[config.mk]
export PLATFORM = sky130hd
export DESIGN_NAME = sub_32bit_seq
export DESIGN_NICKNAME = d
export VERILOG_FILES = /design/src/rtl/sub_pkg.sv /design/src/rtl/cla_8bit.sv /design/src/rtl/sub_32bit_seq.sv
export SDC_FILE = /design/constraint.sdc
export NUM_CORES = 1
export LEC_CHECK = 0
export ABC_CLOCK_PERIOD_IN_PS = 9050
export BUFFER_PORTS_ARGS = -buffer_cell sky130_fd_sc_hd__buf_4
export CORE_MARGIN = 2
export CORE_UTILIZATION = 61
export CTS_BUF_LIST = sky130_fd_sc_hd__clkbuf_8 sky130_fd_sc_hd__clkbuf_16
export CTS_CLUSTER_SIZE = 16
export DETAILED_ROUTE_END_ITERATION = 16
export PLACE_DENSITY_LB_ADDON = 0.08
export SETUP_SLACK_MARGIN = 0.4
export SLEW_MARGIN = 20
export SYNTH_ARGS = -nofsm -noshare
export SYNTH_HDL_FRONTEND = slang
export SYNTH_SLANG_ARGS = --single-unit
[constraint.sdc]
create_clock -name clk -period 9.05 [get_ports clk]
set_clock_uncertainty 0.05 [all_clocks]
set_input_delay 0.905 -clock clk [delete_from_list [all_inputs] [get_ports clk]]
set_output_delay 0.905 -clock clk [all_outputs]
set_load 0.02 [all_outputs]
[src/rtl/sub_pkg.sv]
// Shared definitions for the byte-serial subtractor: FSM encoding and slice width.
package sub_pkg;

    localparam int BYTE_W = 8;

    localparam logic [1:0] S_IDLE = 2'd0;
    localparam logic [1:0] S_CALC = 2'd1;
    localparam logic [1:0] S_DONE = 2'd2;

endpackage

[src/rtl/cla_8bit.sv]
// 8-bit carry-lookahead adder slice: sum_o = a_i + b_i + cin_i, carry-out on cout_o.
module cla_8bit
    import sub_pkg::*;
(
    input  logic [BYTE_W-1:0] a_i,
    input  logic [BYTE_W-1:0] b_i,
    input  logic              cin_i,
    output logic [BYTE_W-1:0] sum_o,
    output logic              cout_o
);

    logic [BYTE_W-1:0] g;
    logic [BYTE_W-1:0] p;
    logic [BYTE_W:0]   c;
    logic              pp;

    // Each carry is formed directly from generate/propagate terms (flat lookahead, no ripple).
    always_comb begin
        g    = a_i & b_i;
        p    = a_i ^ b_i;
        c    = '0;
        pp   = 1'b0;
        c[0] = cin_i;
        for (int i = 0; i < BYTE_W; i++) begin
            c[i+1] = g[i];
            pp     = p[i];
            for (int j = i - 1; j >= 0; j--) begin
                c[i+1] = c[i+1] | (pp & g[j]);
                pp     = pp & p[j];
            end
            c[i+1] = c[i+1] | (pp & cin_i);
        end
    end

    assign sum_o  = p ^ c[BYTE_W-1:0];
    assign cout_o = c[BYTE_W];

endmodule

[src/rtl/sub_32bit_seq.sv]
// Byte-serial two's-complement subtractor: d = a - b, one byte per clock through a
// single 8-bit lookahead slice, with borrow/overflow/zero flags and valid/ready on both sides.
module sub_32bit_seq
    import sub_pkg::*;
#(
    parameter int WIDTH = 32
) (
    input  logic             clk,
    input  logic             rst,
    input  logic             in_valid,
    output logic             in_ready,
    input  logic [WIDTH-1:0] a,
    input  logic [WIDTH-1:0] b,
    output logic             out_valid,
    input  logic             out_ready,
    output logic [WIDTH-1:0] d,
    output logic             borrow,
    output logic             ovf,
    output logic             zero
);

    localparam int NBYTES = WIDTH / BYTE_W;
    localparam int IDX_W  = (NBYTES > 1) ? $clog2(NBYTES) : 1;
    localparam logic [IDX_W-1:0] LAST_IDX = IDX_W'(NBYTES - 1);

    logic [1:0]       state_q, state_d;
    logic [IDX_W-1:0] idx_q, idx_d;
    logic [WIDTH-1:0] a_q, a_d;
    logic [WIDTH-1:0] b_q, b_d;
    logic             carry_q, carry_d;
    // res_q accumulates bytes privately so the visible d never shows a partial result.
    logic [WIDTH-1:0] res_q, res_d;
    logic [WIDTH-1:0] d_q, d_d;
    logic             borrow_q, borrow_d;
    logic             ovf_q, ovf_d;
    logic             zero_q, zero_d;

    logic [BYTE_W-1:0] a_byte;
    logic [BYTE_W-1:0] b_byte;
    logic [BYTE_W-1:0] d_byte;
    logic              c_byte;
    logic [WIDTH-1:0]  res_next;

    assign a_byte = a_q[int'(idx_q)*BYTE_W +: BYTE_W];
    assign b_byte = b_q[int'(idx_q)*BYTE_W +: BYTE_W];

    cla_8bit u_cla (
        .a_i    (a_byte),
        .b_i    (~b_byte),
        .cin_i  (carry_q),
        .sum_o  (d_byte),
        .cout_o (c_byte)
    );

    // Merge the byte just computed into the accumulated difference.
    always_comb begin
        res_next = res_q;
        res_next[int'(idx_q)*BYTE_W +: BYTE_W] = d_byte;
    end

    // FSM next state plus operand, byte-counter, result and flag updates.
    always_comb begin
        state_d  = state_q;
        idx_d    = idx_q;
        a_d      = a_q;
        b_d      = b_q;
        carry_d  = carry_q;
        res_d    = res_q;
        d_d      = d_q;
        borrow_d = borrow_q;
        ovf_d    = ovf_q;
        zero_d   = zero_q;
        case (state_q)
            S_IDLE: begin
                if (in_valid) begin
                    a_d     = a;
                    b_d     = b;
                    carry_d = 1'b1;
                    idx_d   = '0;
                    state_d = S_CALC;
                end
            end
            S_CALC: begin
                res_d   = res_next;
                carry_d = c_byte;
                if (idx_q == LAST_IDX) begin
                    state_d  = S_DONE;
                    d_d      = res_next;
                    borrow_d = ~c_byte;
                    ovf_d    = (a_q[WIDTH-1] != b_q[WIDTH-1]) &&
                               (res_next[WIDTH-1] != a_q[WIDTH-1]);
                    zero_d   = (res_next == '0);
                end else begin
                    idx_d = idx_q + IDX_W'(1);
                end
            end
            S_DONE: begin
                if (out_ready) begin
                    state_d = S_IDLE;
                end
            end
            default: state_d = S_IDLE;
        endcase
    end

    // State registers; reset aborts any operation in flight.
    always_ff @(posedge clk or posedge rst) begin
        if (rst) begin
            state_q  <= S_IDLE;
            idx_q    <= '0;
            a_q      <= '0;
            b_q      <= '0;
            carry_q  <= 1'b0;
            res_q    <= '0;
            d_q      <= '0;
            borrow_q <= 1'b0;
            ovf_q    <= 1'b0;
            zero_q   <= 1'b0;
        end else begin
            state_q  <= state_d;
            idx_q    <= idx_d;
            a_q      <= a_d;
            b_q      <= b_d;
            carry_q  <= carry_d;
            res_q    <= res_d;
            d_q      <= d_d;
            borrow_q <= borrow_d;
            ovf_q    <= ovf_d;
            zero_q   <= zero_d;
        end
    end

    assign in_ready  = (state_q == S_IDLE);
    assign out_valid = (state_q == S_DONE);
    assign d         = d_q;
    assign borrow    = borrow_q;
    assign ovf       = ovf_q;
    assign zero      = zero_q;

endmodule

# --- Word level (Yosys, flattened, before mapping) ---
# Cells that the tools add are included.
op_classes:
  bitwise: 105
  add_sub_neg: 2
  eq_ne: 9
  n_shift: 4
  n_reduce_logical: 9
  muxes: 10
op_table:
  columns: ["cell", "n"]
  rows:
  - ["1-bit bitwise AND", 64]
  - ["32-bit by 6-bit indexed part select with 8-bit output", 2]
  - ["1-bit OR", 36]
  - ["5-bit negator with 33-bit output", 1]
  - ["8-bit by 33-bit variable shift with 32-bit output, first input constant", 1]
  - ["8-bit by 33-bit indexed part select with 32-bit output", 1]
  - ["32-bit bitwise mux", 1]
  - ["32-bit logical NOT", 1]
  - ["8-bit bitwise XOR", 2]
  - ["2-bit 2-to-1 mux", 5]
  - ["8-bit bitwise AND", 1]
  - ["8-bit inverter", 1]
  - ["2-bit != test, second input constant", 3]
  - ["2-bit one-hot mux with 3 select lines", 1]
  - ["2-bit AND reduction", 3]
  - ["3-bit AND reduction", 2]
  - ["2-bit == test, second input constant", 2]
  - ["2-bit one-hot mux with 2 select lines", 1]
  - ["2-bit by 1-bit adder with 2-bit output, second input constant", 1]
  - ["2-bit by 1-bit == test with 1-bit output, second input constant", 1]
  - ["2-bit logical NOT", 1]
  - ["1-bit != test", 2]
  - ["2-bit by 1-bit != test with 1-bit output, second input constant", 1]
  - ["1-bit one-hot mux with 2 select lines", 1]
  - ["other kinds (4)", 4]
word_totals:
  register_bits: 136
  in_bits: 68

# --- Depth between registers and ports, before layout ---
# Gate-level depths: netlist (run 1).
logic_depth:
  word_depth: 16
  depth_mapped: 13

# --- Hierarchy ---
# A second synthesis (run 1) with hierarchy kept.
hier_totals:
  hier_cells: 565
  hier_area_um2: 6453.7
by_module_without_submodules:
  columns: ["module", "cells_each", "n_inst", "area_per_inst_um2"]
  rows:
  - ["sub_32bit_seq", 524, 1, 6120.9]
  - ["cla_8bit", 41, 1, 332.8]

# --- Least setup slack after synthesis (run 1) ---
# OpenSTA, ideal clock, no wires.
synth_timing:
  kind: "register to register"
  from: "register idx_q[0]"
  to: "register ovf_q, in the netlist ovf"
  path_stages_with_launch: 12
  slack_ns: 5.395
  arrival_time_ns: 3.481
  synth_period_minus_slack_ns: 3.655
  path_buffers: 2
  path_cell_list: "dfrtp_1 buf_2 buf_2 mux4_2 ha_1 or2_1 a21o_1 and4_4 nor3_2 a2bb2oi_2 nor4b_1 a211o_1"
synth_between:
  elab_chain_len: 16
synth_rtl:
  columns: ["element", "line", "text"]
  rows:
  - ["start: declaration", "sub_32bit_seq.sv:27", "logic [IDX_W-1:0] idx_q, idx_d;"]
  - ["start signal: assignment", "sub_32bit_seq.sv:121", "idx_q <= idx_d;"]
  - ["32-bit by 6-bit indexed part select with 8-bit output", "sub_32bit_seq.sv:45", "assign b_byte = b_q[int'(idx_q)*BYTE_W +: BYTE_W];"]
  - ["8-bit inverter", "sub_32bit_seq.sv:49", ".b_i (~b_byte),"]
  - ["8-bit bitwise XOR / 8-bit bitwise AND (equally long branches)", "cla_8bit.sv:20, cla_8bit.sv:19", null]
  - ["1-bit bitwise AND (on tied branches)", "cla_8bit.sv:28, cla_8bit.sv:29", null]
  - ["1-bit OR, or another cell as far along (5 in series)", "cla_8bit.sv:28", "c[i+1] = c[i+1] | (pp & g[j]);"]
  - ["1-bit OR / 1-bit bitwise AND (equally long branches)", "cla_8bit.sv:28, cla_8bit.sv:31", null]
  - ["1-bit OR", "cla_8bit.sv:31", "c[i+1] = c[i+1] | (pp & cin_i);"]
  - ["8-bit bitwise XOR", "cla_8bit.sv:35", "assign sum_o = p ^ c[BYTE_W-1:0];"]
  - ["8-bit by 33-bit indexed part select with 32-bit output", "sub_32bit_seq.sv:58", "res_next[int'(idx_q)*BYTE_W +: BYTE_W] = d_byte;"]
  - ["32-bit bitwise mux", "sub_32bit_seq.sv:58", null]
  - ["1-bit != test", "sub_32bit_seq.sv:91", "(res_next[WIDTH-1] != a_q[WIDTH-1]);"]
  - ["1-bit logical AND", "sub_32bit_seq.sv:90", "ovf_d = (a_q[WIDTH-1] != b_q[WIDTH-1]) &&"]
  - ["end signal: assignment", "sub_32bit_seq.sv:128", "ovf_q <= ovf_d;"]
  - ["end: declaration", "sub_32bit_seq.sv:35", "logic ovf_q, ovf_d;"]
# Several ways; a longest one is shown, not always the timed one.
# A chain may end at the register's enable or synchronous reset.

# --- Worst setup path in the final report (run 1) ---
layout_timing:
  from: "register idx_q[1]"
  to: "register ovf_q, in the netlist ovf"
# Same word-level chain as after synthesis.

==> results of run 1 <==
==> area by class of cell <==
type                    count  area (um^2)
clock buffers              20        455.4
clock inverters            12        123.9
fillers                   666         2352
inverters                  20        77.57
multi-input cells         350         2861
flip-flops and latches    136         3403
well taps                 136        170.2
repair buffers            111        833.3
==> final timing paths <==
kind                       slack, ns    endpoint  depth (start not counted)      from
max                             5.19         ovf                          9  idx_q[1]
min in group asynchronous       0.44  state_q[1]                          2       rst
max reg2reg                     5.19         ovf                          9  idx_q[1]
min reg2reg                     0.43       d[18]                          2     d[18]
min                             0.43       d[18]                          2     d[18]
max in group asynchronous       7.08     b_q[16]                          3       rst
==> layout by cell type, fill, tap and decap left out, drive strengths merged, types with 2 or more instances in the layout <==
cell type / count
mux2: 71
nor4: 6
nor2b: 12
ha: 15
mux4: 16
buf: 111
dfrtp: 136
and2: 2
nor4bb: 3
mux2i: 2
nor3: 6
clkinv: 5
xor2: 2
o31a: 2
a21oi: 17
xnor2: 3
nor4b: 3
nand4: 2
a211oi: 4
nand2b: 3
a22o: 22
clkinvlp: 3
a211o: 2
inv: 22
or3: 2
a22oi: 15
a31oi: 2
clkbuf: 20
bufinv: 2
a31o: 2
o21ai: 47
a21o: 3
nor2: 17
nor3b: 2
nand2: 52
==> registers in the layout, indices dropped and copies added (netlist names) <==
name / count
idx_q: 2
state_q: 2
d: 32
b_q: 32
zero: 1
a_q: 32
borrow: 1
carry_q: 1
res_q: 32
ovf: 1
==> logic make-up after synthesis <==
family                   count (synthesis)
AND/OR/NAND/NOR                        117
multiplexers                            89
buffers and inverters                   47
adder cells (fa/ha/maj)                 16
flip-flops                             136
AO/OA/AOI/OAI                          123
XOR/XNOR                                 5
==> stage by stage <==
| step | hold slack [ns] | utilization |
|---|---|---|
| CTS | 0.4342 | 0.7704 |
| detailed placement | 0.4206 | 0.7140 |
| global placement | 0.4065 | 0.7140 |
| global route | 0.4626 | 0.7711 |
| floorplan | 0.3922 | - |
| finish | 0.4273 | 0.7711 |
==> layer usage <==
layer,routed length (um),global-route usage
met4,259,0.09369
met5,0,0
met1,6088,0.3686
met3,807,0.05957
met2,7792,0.4791
==> worst register-to-register path: stages (launching register included) <==
cell       delay [ns]
dfrtp_1          0.90
mux4_2           0.45
ha_1             0.32
a211oi_2         0.36
o21ai_0          0.23
and4_4           0.22
nor3_2           0.62
a2bb2oi_2        0.24
nor4b_1          0.07
a211o_1          0.29
==> synthesized netlist by cell type, drive strengths merged, types with 2 or more instances <==
cell type | number | area, um^2
mux4 | 16 | 360.4
and2 | 2 | 12.51
nor3b | 2 | 15.01
a22oi | 15 | 112.6
nor3 | 6 | 35.03
a31oi | 2 | 12.51
nor4 | 6 | 43.79
mux2i | 2 | 20.02
nor4b | 3 | 26.28
nor2 | 17 | 63.81
dfrtp | 136 | 3403
nand4 | 2 | 12.51
mux2 | 71 | 799.5
xnor2 | 3 | 26.28
a31o | 2 | 17.52
o21ai | 47 | 239.0
a211o | 2 | 17.52
a21o | 3 | 23.77
clkbuf | 21 | 78.83
ha | 15 | 187.7
nand2 | 52 | 195.2
xor2 | 2 | 17.52
or3 | 2 | 12.51
nand2b | 3 | 18.77
a211oi | 4 | 35.03
a22o | 22 | 192.7
nor4bb | 3 | 30.03
buf | 6 | 31.28
o31a | 2 | 17.52
a21oi | 17 | 85.08
nor2b | 12 | 75.07
inv | 19 | 71.32
==> summary.md, run 1 <==
| Metric | Value |
|---|---|
| Place WS | between 5 and 6 ns |
| Placed cell area | 7338 um^2 |
| Hold buffers post-CTS | 0 |
| Vias post-DR | 4677 |
| Layout Area Growth over Synthesis | 23.04% |
| CP Cell Sequence | mux4_2, ha_1, a211oi_2, o21ai_0, and4_4, nor3_2, a2bb2oi_2, nor4b_1, a211o_1 |
| # Post-CTS Setup Buffers | 0 |
| Post-route DRC | 0 |
| Worst endpoint required time | between 9 and 10 ns |
| Worst Path Max Fanout | 20 |
| Initial Util | 0.6267 |
| Synth Flop Type | dfrtp_1 |
| Synth Net Count | between 600 and 700 |
| Number of global-route vias before repair | approximately 4800 |
| Sequential-to-total area share from yosys stat | 0.5284 |
| TritonCTS Buffers | 17 |
| First-pass iteration count of the detailed router | 5 |
| Netlist cell types | 56 |
| Post-layout min period | just under 4 ns |
| Compound-cell area share of the yosys netlist | 0.1270 |
| Post-synthesis adder-cell area fraction | 0.03225 |
| Yosys warnings | 0 |
| Setup TNS Final | 0 ns |
| Crit path buf inv count | 0 |
| # setup viols final | 0 |
| Port Buf Inserts | 104 |
| Worst min-delay path category | flip-flop to flip-flop |
| CP endpoint kind | flip-flop |
| Period utilization | 0.4260 |
| Crit Path Class | flip-flop to flip-flop |
| Worst Setup Slack, final | roughly 5.2 ns |
| Die H | roughly 110 um |
| Type of origin of the critical path | flip-flop |
| Max stage delay cell, worst path | dfrtp_1 |
| Simple-Gate Fraction of Synth Area | 0.09363 |
| CTS Sinks | roughly 140 |
| Share of layout cells above drive strength 1 | 0.3729 |
| CTS H-tree depth | 4 |
| RePlAce Congestion | about 0.93 |
| Core Region | 10280 um^2 |
| Status | finished clean |
| Mapped Area | 6441 um^2 |
| CTS Buffer Depth | 2 |
| Crit-path max cell delay | 0.90 ns |
| Net count, final | 720 |
| ANT cells | 0 |
| Wire length per cell | 19.04 um |
| # rows | 37 |
| Ports | 105 |
| Avg Vias per Cell | 5.958 |
| Post-placement cell count | between 700 and 800 |
| Main combinational cell family by area after synthesis | multiplexers |
| Antenna Violating Nets Remaining | 0 |
| Largest net degree at the start of global routing | 79 |
| HPWL Detailed | roughly 10 mm |
| RSZ-0062 raised after global routing | false |
| Arrival time at the worst endpoint | roughly 4.2 ns |
| Fmax | about 260 MHz |
| Final-report hold violation count | 0 |
| Worst-skew pair later-pin latency | 0.53 ns |
| Post-synth EDFFs | 0 |
| Max-Cap Viols | 0 |
| Syn Area/Cell | roughly 12 um^2 |
| CP delay by family, top | compound AO/OA/AOI/OAI gates |
| XOR/XNOR Fraction of Synth Area | 0.006799 |
| Worst-Margin Slew | 1.051 ns |
| Mux share of post-synthesis cell area | 0.1832 |
| Register bit total from synthesis | between 100 and 150 |
| First-pass GRT wire length | 24.47 mm |
| Fin area | 7925 um^2 |
| Synth async-reset ratio | 1.000 |
| Slew margin rel. | 0.2940 |
| Post-CTS Resized | 0 |
| Root Driver | clkbuf_8 |
| GR Overflow Total | 0 |
| Syn Inst Count | 533 |
| Total GRT Usage | 0.2835 |
| CTS clk-pin slew, worst paths | about 0.06 ns |
| CTS tree | built |
| Final wirelength | between 10 and 15 mm |
| Final Max Tran Viols | 0 |
| Initial antenna violation count | 0 |
| DR iter-0 viols | ~300 |
| Non-Filler Instances | 785 |
| Die Wd | ~110 um |
| Die area | around 11000 um^2 |
Power of run 1 is not shown: default switching activity piles up to over one toggle a cycle in this logic, so the estimate is an artifact.
==> run 2, diff against run 1 <==
--- a/config.mk
+++ b/config.mk
@@ -5,10 +5,10 @@
 export SDC_FILE = /design/constraint.sdc
 export NUM_CORES = 1
 export LEC_CHECK = 0
-export ABC_CLOCK_PERIOD_IN_PS = 9050
+export ABC_CLOCK_PERIOD_IN_PS = 3600
 export BUFFER_PORTS_ARGS = -buffer_cell sky130_fd_sc_hd__buf_4
 export CORE_MARGIN = 2
-export CORE_UTILIZATION = 61
+export CORE_UTILIZATION = 57
 export CTS_BUF_LIST = sky130_fd_sc_hd__clkbuf_8 sky130_fd_sc_hd__clkbuf_16
 export CTS_CLUSTER_SIZE = 16
 export DETAILED_ROUTE_END_ITERATION = 16
==> constraint.sdc (replaced) <==
create_clock -name clk -period 3.6 [get_ports clk]
set_clock_uncertainty 0.05 [all_clocks]
set_input_delay 0.36 -clock clk [delete_from_list [all_inputs] [get_ports clk]]
set_output_delay 0.36 -clock clk [all_outputs]
set_load 0.02 [all_outputs]
==> run 2 against run 1 <==
  * Sequential share of layout area down 1.4 points
  * Via count up 2.5%
  * Count of clock-buffer cells in the layout down 1
  * Fmax up 24%
  * Routed wire length up 1.5%
  * Worst setup slack worse by 4.7 ns
  * Register-to-register slack worse by 4.7 ns
  * Flip-flop and latch count unchanged
  * Critical path depth up 1
  * Largest cell class unchanged
  * Global-route usage down 1.6 points
  * Final cell count up 2.7%
==> summary.md, run 2 (synthesis results as in run 1) <==
| Metric | Value |
|---|---|
| Core Region | 10940 um^2 (+6.4%) |
| CTS Sinks | 136 (unchanged) |
| Number of global-route vias before repair | 4841 (+1.0%) |
| Max-Cap Viols | 0 (unchanged) |
| RSZ-0062 raised after global routing | true |
| First-pass GRT wire length | 24.34 mm (-0.56%) |
| Met3 usage | 0.05173 (-0.007840) |
| Avg Vias per Cell | 5.947 (-0.19%) |
| Worst Path Max Fanout | 9 (-55%) |
| Root Driver | clkbuf_16 |
| CTS Buffer Depth | 2 (unchanged) |
| DR iter-0 viols | 321 (+6.6%) |
| Met2 usage | 0.4430 (-0.03604) |
| Setup crit end | zero |
| Type of origin of the critical path | flip-flop |
| Worst Setup Slack, final | 0.5028 ns (-4.692 ns) |
| Most common cell after layout, fill and taps aside | dfrtp_1 |
| Final Max Tran Viols | 0 (unchanged) |
| Place WS | 0.2103 ns (-5.079 ns) |
| First-pass iteration count of the detailed router | 6 (+1) |
| Largest net degree at the start of global routing | 67 (-15%) |
| Fin area | 8213 um^2 (+3.6%) |
| Die Wd | 110.3 um (+3.3%) |
| Setup TNS Final | 0 ns (unchanged) |
| Vias post-DR | 4793 (+2.5%) |
| Final wirelength | 15.18 mm (+1.5%) |
| Post-layout min period | 3.097 ns (-0.7581 ns) |
| CTS clk-pin slew, worst paths | 0.06 ns (about the same) |
| Max stage delay cell, worst path | mux4_2 |
| Post-route DRC | 0 (unchanged) |
| GR Overflow Total | 0 (unchanged) |
| Crit Path Class | flip-flop to flip-flop |
| Initial Util | 0.5890 (-0.03772) |
| CP endpoint kind | flip-flop |
| Net count, final | 737 (+2.4%) |
| Antenna Violating Nets Remaining | 0 (unchanged) |
| Busiest grt layer | met2 |
| CP Cell Sequence | buf_12, mux4_2, ha_4, o21ai_2, o211a_1, or3_1, a211o_1, nor4_2, nand4_1, o21ai_1 |
| Worst endpoint required time | 3.89 ns (-5.53 ns) |
| Total GRT Usage | 0.2679 (-0.01559) |
| # rows | 38 (+2.7%) |
| Arrival time at the worst endpoint | 3.39 ns (-0.83 ns) |
| CTS tree | built |
| CTS H-tree depth | 4 (unchanged) |
| R2R depth | 10 (+1) |
| Fin Hold WS | 0.08818 ns (-0.3391 ns) |
| Final-report hold violation count | 0 (unchanged) |
| Ports | 105 (unchanged) |
| Slew margin rel. | 0.4149 (+0.1209) |
| Port Buf Inserts | 104 (unchanged) |
| Placed cell area | 7472 um^2 (+1.8%) |
| Wire length per cell | 18.83 um (-1.1%) |
| Worst min-delay path category | input pin to flip-flop |
| CP Launch Point | idx_q[0] |
| Period utilization | 0.8603 (+0.4343) |
| RePlAce Congestion | 0.9343 (about the same) |
| Most frequent cells in the layout | 134 x dfrtp_1, 124 x buf_4, 71 x mux2_2, 52 x nand2_1, 44 x o21ai_0 |
| Die area | 12170 um^2 (+6.7%) |
| Layout Area Growth over Synthesis | 27.51% |
| Worst-skew pair later-pin latency | 0.42 ns (-0.11 ns) |
| Flop2flop setup slack | 0.50 ns (-4.69 ns) |
| Met1 Use GR | 0.3372 (-0.03144) |
| Die H | 110.3 um (+3.3%) |
| Crit-path max cell delay | 0.54 ns (-0.36 ns) |
| ANT cells | 0 (unchanged) |
| FF-to-FF Start | idx_q[0] |
| # setup viols final | 0 (unchanged) |
| Initial antenna violation count | 0 (unchanged) |
| TritonCTS Buffers | 17 (unchanged) |
| HPWL Detailed | 10.25 mm (+1.1%) |
| Reg2reg end | zero |
| Share of layout cells above drive strength 1 | 0.4159 (+0.04303) |
| Status | finished clean |
| Worst-Margin Slew | 0.8776 ns (-0.1738 ns) |
| Fmax | 322.9 MHz (+24%) |
[run 2: cell types whose count changed in the layout (fill, tap and decap cells not counted), sizes merged]
cell / before / now
clkbuf: 20 / 19
buf: 111 / 127
inv: 22 / 19
dlygate4sd3: 0 / 1
clkinv: 5 / 6
clkinvlp: 3 / 6
[run 2: timing repair]
item / 4_1_cts / 5_1_grt
hold buffers: 0 / 1
pin swaps: 0 / 3
buffers inserted: 3 / 0
endpoints found under the hold margin: 0 / 9
endpoints found under the setup margin: 12 / 12
gates resized for setup: 2 / 20
[run 2: per-layer routing]
metal	share of wire	up-vias
met4	0.045	0
met1	0.41	2371
li1	-	2195
met2	0.49	177
met3	0.053	50
met5	0	-
[run 2: worst min path at each step]
stage | from | to | depth (start not counted)
after floorplan | res_q[0] | res_q[0] | 2
after global routing | out_ready | state_q[1] | 2
after global placement | res_q[0] | res_q[0] | 2
final | out_ready | state_q[1] | 2
after detailed placement | res_q[22] | res_q[22] | 2
after CTS | out_ready | state_q[1] | 2
[run 2: critical path: cells and delay by family (launching register included)]
kind,cells,cell delay (ns)
DFF,1,0.46
and+or+nand+nor,3,0.73
buffers and inverters,1,0.15
AOI/OAI and AO/OA,4,0.76
adders and majority gates,1,0.32
muxes,1,0.54
[run 2: final cells by class]
cell class	count	area, um^2
flip-flops and latches	136	3408
multi-input cells	350	2967
fillers	764	2723
repair buffers	128	1001
clock buffers	19	452.9
well taps	140	175.2
clock inverters	13	130.1
inverters	20	78.83
[run 2: through the flow]
stage | util | instances
after detailed placement | 0.6833 | 769
after global placement | 0.6833 | 769
after global routing | 0.7510 | 806
after floorplan | - | 533
after CTS | 0.7402 | 804
final | 0.7510 | 806
Power of run 2 is left out for the same reason.
